`src/rtl/dmem_access_ctrl_pkg.sv`:
```
// Shared definitions for the data-memory access path: RV32I width codes,
// controller states and the byte-lane helper functions.
package dmem_access_ctrl_pkg;

    localparam int NUM_LANES = 4;
    localparam int LANE_W    = 8;

    localparam logic [2:0] F3_B  = 3'b000;
    localparam logic [2:0] F3_H  = 3'b001;
    localparam logic [2:0] F3_W  = 3'b010;
    localparam logic [2:0] F3_BU = 3'b100;
    localparam logic [2:0] F3_HU = 3'b101;

    typedef enum logic [1:0] {
        ST_IDLE   = 2'd0,
        ST_ACCESS = 2'd1,
        ST_WAIT   = 2'd2,
        ST_RESP   = 2'd3
    } state_e;

    typedef struct packed {
        logic        we;
        logic [2:0]  funct3;
        logic [31:0] wdata;
    } req_t;

    // funct3[1:0] is the access size (B/H/W); funct3[2] selects unsigned loads.
    function automatic logic access_err(input logic we, input logic [2:0] f3,
                                        input logic [1:0] off);
        logic illegal;
        logic misalign;
        illegal  = (f3 == 3'b011) || (f3[2:1] == 2'b11) || (we && f3[2]);
        misalign = ((f3[1:0] == 2'b01) && off[0]) ||
                   ((f3[1:0] == 2'b10) && (off != 2'b00));
        return illegal || misalign;
    endfunction

    function automatic logic [NUM_LANES-1:0] byte_mask(input logic [2:0] f3,
                                                       input logic [1:0] off);
        case (f3[1:0])
            2'b00:   return 4'b0001 << off;
            2'b01:   return 4'b0011 << {off[1], 1'b0};
            default: return 4'b1111;
        endcase
    endfunction

    function automatic logic [31:0] store_data(input logic [2:0] f3,
                                               input logic [31:0] wd);
        case (f3[1:0])
            2'b00:   return {4{wd[7:0]}};
            2'b01:   return {2{wd[15:0]}};
            default: return wd;
        endcase
    endfunction

endpackage

```
`src/rtl/dmem_load_extract.sv`:
```
// Aligns the assembled bank word to the addressed byte and applies the
// RV32I load width and sign/zero extension.
module dmem_load_extract
    import dmem_access_ctrl_pkg::*;
(
    input  logic [2:0]  funct3,
    input  logic [1:0]  boff,
    input  logic [31:0] word,
    output logic [31:0] result
);

    logic [31:0] s;

    always_comb begin
        s = word >> {boff, 3'b000};
        case (funct3)
            F3_B:    result = {{24{s[7]}}, s[7:0]};
            F3_BU:   result = {24'h0, s[7:0]};
            F3_H:    result = {{16{s[15]}}, s[15:0]};
            F3_HU:   result = {16'h0, s[15:0]};
            default: result = s;
        endcase
    end

endmodule

```
`src/rtl/dmem_access_ctrl.sv`:
```
// Single-outstanding load/store sequencer onto four byte-wide data banks.
// Bank outputs depend only on state and latched request fields.
module dmem_access_ctrl
    import dmem_access_ctrl_pkg::*;
#(
    parameter int ADDR_W = 12,
    parameter int RD_LAT = 1
) (
    input  logic              clk,
    input  logic              rst_n,
    input  logic              req_valid,
    output logic              req_ready,
    input  logic              req_we,
    input  logic [2:0]        req_funct3,
    input  logic [ADDR_W-1:0] req_addr,
    input  logic [31:0]       req_wdata,
    output logic              rsp_valid,
    output logic              rsp_err,
    output logic [31:0]       rsp_rdata,
    output logic [ADDR_W-3:0] bank_addr,
    output logic [3:0]        bank_en,
    output logic [3:0]        bank_we,
    output logic [31:0]       bank_wdata,
    input  logic [31:0]       bank_rdata
);

    localparam int CNT_W = 2;

    state_e            state, state_nxt;
    req_t              req_q;
    logic [ADDR_W-1:0] addr_q;
    logic [CNT_W-1:0]  cnt, cnt_nxt;
    logic              accept;
    logic              req_err;
    logic [3:0]        mask;
    logic [31:0]       ld_word;

    assign accept  = req_valid && (state == ST_IDLE);
    assign req_err = access_err(req_we, req_funct3, req_addr[1:0]);
    assign mask    = byte_mask(req_q.funct3, addr_q[1:0]);

    dmem_load_extract u_extract (
        .funct3 (req_q.funct3),
        .boff   (addr_q[1:0]),
        .word   (bank_rdata),
        .result (ld_word)
    );

    always_ff @(posedge clk or negedge rst_n) begin
        if (!rst_n) begin
            state <= ST_IDLE;
            cnt   <= '0;
        end else begin
            state <= state_nxt;
            cnt   <= cnt_nxt;
        end
    end

    always_comb begin
        state_nxt  = state;
        cnt_nxt    = cnt;
        req_ready  = 1'b0;
        rsp_valid  = 1'b0;
        bank_en    = 4'b0000;
        bank_we    = 4'b0000;
        case (state)
            ST_IDLE: begin
                req_ready = 1'b1;
                if (accept)
                    state_nxt = req_err ? ST_RESP : ST_ACCESS;
            end
            ST_ACCESS: begin
                if (req_q.we) begin
                    bank_en   = mask;
                    bank_we   = mask;
                    state_nxt = ST_RESP;
                end else begin
                    bank_en   = 4'b1111;
                    cnt_nxt   = CNT_W'(RD_LAT - 1);
                    state_nxt = ST_WAIT;
                end
            end
            ST_WAIT: begin
                if (cnt == '0)
                    state_nxt = ST_RESP;
                else
                    cnt_nxt = cnt - 1'b1;
            end
            ST_RESP: begin
                rsp_valid = 1'b1;
                state_nxt = ST_IDLE;
            end
            default: state_nxt = ST_IDLE;
        endcase
    end

    // Response fields are cleared on accept so stores and errors report zero data.
    always_ff @(posedge clk or negedge rst_n) begin
        if (!rst_n) begin
            req_q     <= '0;
            addr_q    <= '0;
            rsp_err   <= 1'b0;
            rsp_rdata <= '0;
        end else begin
            if (accept) begin
                req_q     <= '{we: req_we, funct3: req_funct3, wdata: req_wdata};
                addr_q    <= req_addr;
                rsp_err   <= req_err;
                rsp_rdata <= '0;
            end
            if ((state == ST_WAIT) && (cnt == '0))
                rsp_rdata <= ld_word;
        end
    end

    assign bank_addr  = addr_q[ADDR_W-1:2];
    assign bank_wdata = store_data(req_q.funct3, req_q.wdata);

endmodule

```
`config.mk`:
```
export PLATFORM = sky130hd
export DESIGN_NAME = dmem_access_ctrl
export DESIGN_NICKNAME = d
export VERILOG_FILES = /design/src/rtl/dmem_access_ctrl_pkg.sv /design/src/rtl/dmem_load_extract.sv /design/src/rtl/dmem_access_ctrl.sv
export SDC_FILE = /design/constraint.sdc
export NUM_CORES = 1
export LEC_CHECK = 0
export ABC_AREA = 1
export CAP_MARGIN = 0
export CORE_MARGIN = 2
export CORE_UTILIZATION = 30
export DETAILED_ROUTE_END_ITERATION = 10
export GPL_ROUTABILITY_DRIVEN = 0
export HOLD_SLACK_MARGIN = 0.02
export PLACE_DENSITY_LB_ADDON = 0.3
export SYNTH_ARGS = -nofsm -noshare
export SYNTH_HDL_FRONTEND = slang
export SYNTH_SLANG_ARGS = --single-unit
```
`constraint.sdc`:
```
create_clock -name clk -period 1.75 [get_ports clk]
set_input_delay 0.35 -clock clk [delete_from_list [all_inputs] [get_ports clk]]
set_output_delay 0.35 -clock clk [all_outputs]
set_load 0.005 [all_outputs]
```
==> results.md <==
* Status: complete, but fails checks
* Failing checks: negative setup slack
* Register bit total from synthesis at 85
* Worst Skew at between 0.003 and 0.004 ns
* Nets at around 840
* Die W at approximately 130 microns
* Least-Margin Pin Slew at between 0.5 and 0.6 ns
* Die span in y at about 130 microns
* Routed Wire Length at 14,900 microns
* First-pass GRT wire length at approximately 23,000 microns
* Min Hold Slack at between 0.4 and 0.5 ns
* Max frequency at 0.531 GHz
* Mapped Cells at roughly 570
* Req. time, crit path at 1.40 ns
* Crit start category: flip-flop
* TritonRoute pass-1 iters at 5
* Maximum vdd drop at 0.847 mV
* Port bufs at about 170
* Fin worst setup slack at -0.134 ns
* H-tree Lvls at 3
* Critical Path Sink Type: primary output
* DRC Markers at 0
* DR iter-0 viols at roughly 250
* DR vias/cell at ~4.8
* Root buffer cell: clkbuf_16
* Crit path kind: flip-flop to primary output
* Row Count at 45
* Min Tclk post-route at roughly 1.9 ns
* Met2 Usage GRT at slightly below 30%
* CP arrival at 1.53 ns
* Die Area at 0.0164 sq mm
* CTS tree: yes
* Placed cells at 899
* CP max FO at 6
* Fill cells at approximately 1,500
* Hold crit path type: flip-flop to flip-flop
* Syn Std Cell Area at 0.00460 sq mm
* Synth area leaders: dfrtp_1, nand2_1, mux2_2
* Netlist cell types at 26
* Clock-pin transition on the worst setup and hold timing paths at 0.06 ns
* Final slew viol count at 0
* Post-synthesis area per instance at about 8.1 sq um
* # diodes at 0
* Fraction of layout cells with a size suffix above 1 at between 20% and 30%
* Area grow syn2layout at 54.3%
* I/O pins at 168
* Final hold vios at 0
* Tcrit/Tclk final at 108%
* GRT Overall Usage at between 10% and 20%
* Pleak at around 3.5 nW
* CTS buffer count at 9
* Final std cells w/o fill at 940
* Slew HR at between 60 and 70%
* Top cell type by total area after synthesis: dfrtp_1
* Most frequent cells in the layout: nand2_1, clkdlybuf4s50_1, dfrtp_1, mux2_2, inv_1
* Clock tree sinks at 85
* Initial antenna violation count at 0
* Vias in the first global route at 4,539
* Unrepaired setup endpoints after global routing: true
* Most used routing layer: met2
* Initial core utilization at just over 30%
* Detail Placement HPWL at 10,600 microns
* Grt met3 use at ~5.4%
* Clock insertion delay at the later pin of the skew report at 0.34 ns
* WL/cell at between 15 and 20 microns
* Grt met1 use at 22.2%
* GRT overflow at 0
* Power Density at 1810 mW/mm^2
* Clk buf depth at 2
* Share of the synthesized area in the top cell type at 46.2%
* Via count at about 4,500
* Final setup fails at 23
* Register area share after synthesis at a little under half
* Power, Total at roughly 13 mW
* Largest net degree at the start of global routing at between 50 and 60
* Commonest non-fill, non-tap cell in the layout: nand2_1
* DP Worst Slack at -0.156 ns
* Total of max-cap violations at 0
* Synth warn at 0
* Core Region at 0.0151 sq mm
* Post-detailed-route count of antenna-violating nets at 0
* Syn Nets at approximately 660
## sequential cells by signal, indices dropped and copies added, names as in the netlist
| name | count |
|---|---|
| cnt | 2 |
| req_q | 36 |
| rsp_rdata | 32 |
| addr_q | 12 |
| state | 2 |
| rsp_err | 1 |
## cell families after synthesis
logic type / count (synthesis) / share of synthesized area, %
AND/OR/NAND/NOR: 278 / 24.6
adder cells (fa/ha/maj): 6 / 1.63
AO/OA/AOI/OAI: 71 / 8.48
flip-flops: 85 / 46.2
buffers and inverters: 89 / 9.81
multiplexers: 38 / 9.29
## Yosys cell counts
cell	count
a21boi_0	1
a21oi_1	24
a22o_1	1
a22oi_1	7
buf_2	11
buf_4	21
buf_6	3
clkbuf_1	12
dfrtp_1	85
ha_1	6
inv_1	40
inv_2	1
inv_4	1
mux2_2	38
nand2_1	223
nand2_2	3
nand2_4	1
nand3_1	32
nand3_4	1
nand4_1	1
nor2_1	14
nor2_2	1
nor2_4	2
o211ai_1	4
o21ai_0	33
o22ai_1	1
## cell type report
type	count	area, sq um	area share (%)
clock buffer	12	256	3.61
clock inverter	3	45.0	0.634
inverter	42	168	2.36
multi-input combinational	395	2250	31.7
sequential	85	2130	30.0
tap	188	235	3.31
timing repair buffer	215	2020	28.4
## repair_timing
item,in CTS,in global routing
resized for setup,183,44
buffers inserted,18,7
pin swaps,18,18
setup endpoints to repair,38,54
hold endpoints to repair,27,0
cloned,2,1
hold buffers,1,0
## critical path: stages (launching register included)
cell and delay, ns:
dfrtp_2 0.48, buf_6 0.15, nor2_4 0.16, o21ai_2 0.08
o21ai_1 0.15, inv_1 0.06, buf_2 0.12
## report_power, final
part | total [mW] | switching [mW] | internal (mW)
registers | 3.61 | 0.733 | 2.88
clock network | 1.94 | 0.762 | 1.18
logic | 7.28 | 3.57 | 3.71
## metrics by stage
| step | setup TNS (ns) | utilization, % | cell area (sq um) |
|---|---|---|---|
| global route | -2.73 | 47.1 | 7110 |
| detailed placement | -1.94 | 42.7 | 6450 |
| floorplan | 0 | - | 4600 |
| CTS | -1.81 | 46.2 | 6970 |
| global placement | -1.10 | 42.7 | 6450 |
| finish | -0.908 | 47.1 | 7110 |
## routing by layer
layer | share of wire (%) | up-vias
li1 | - | 2162
met4 | 1.3 | 0
met3 | 9.2 | 16
met5 | 0 | -
met2 | 48 | 195
met1 | 42 | 2118
## path summary, 6_finish.rpt
| kind | startpoint | endpoint | slack [ns] | depth (start not counted) |
|---|---|---|---|---|
| worst max-delay path | req_q[32] | bank_en[0] | -0.13 | 6 |
| worst min-delay path | rsp_rdata[31] | rsp_rdata[31] | 0.48 | 2 |
| worst max register to register | state[1] | req_q[11] | 0.09 | 6 |
| worst min register to register | rsp_rdata[31] | rsp_rdata[31] | 0.48 | 2 |
| max in group asynchronous | rst_n | req_q[28] | 0.65 | 3 |
| min in group asynchronous | rst_n | rsp_rdata[1] | 0.49 | 2 |
(Power assumes the default switching activity.)
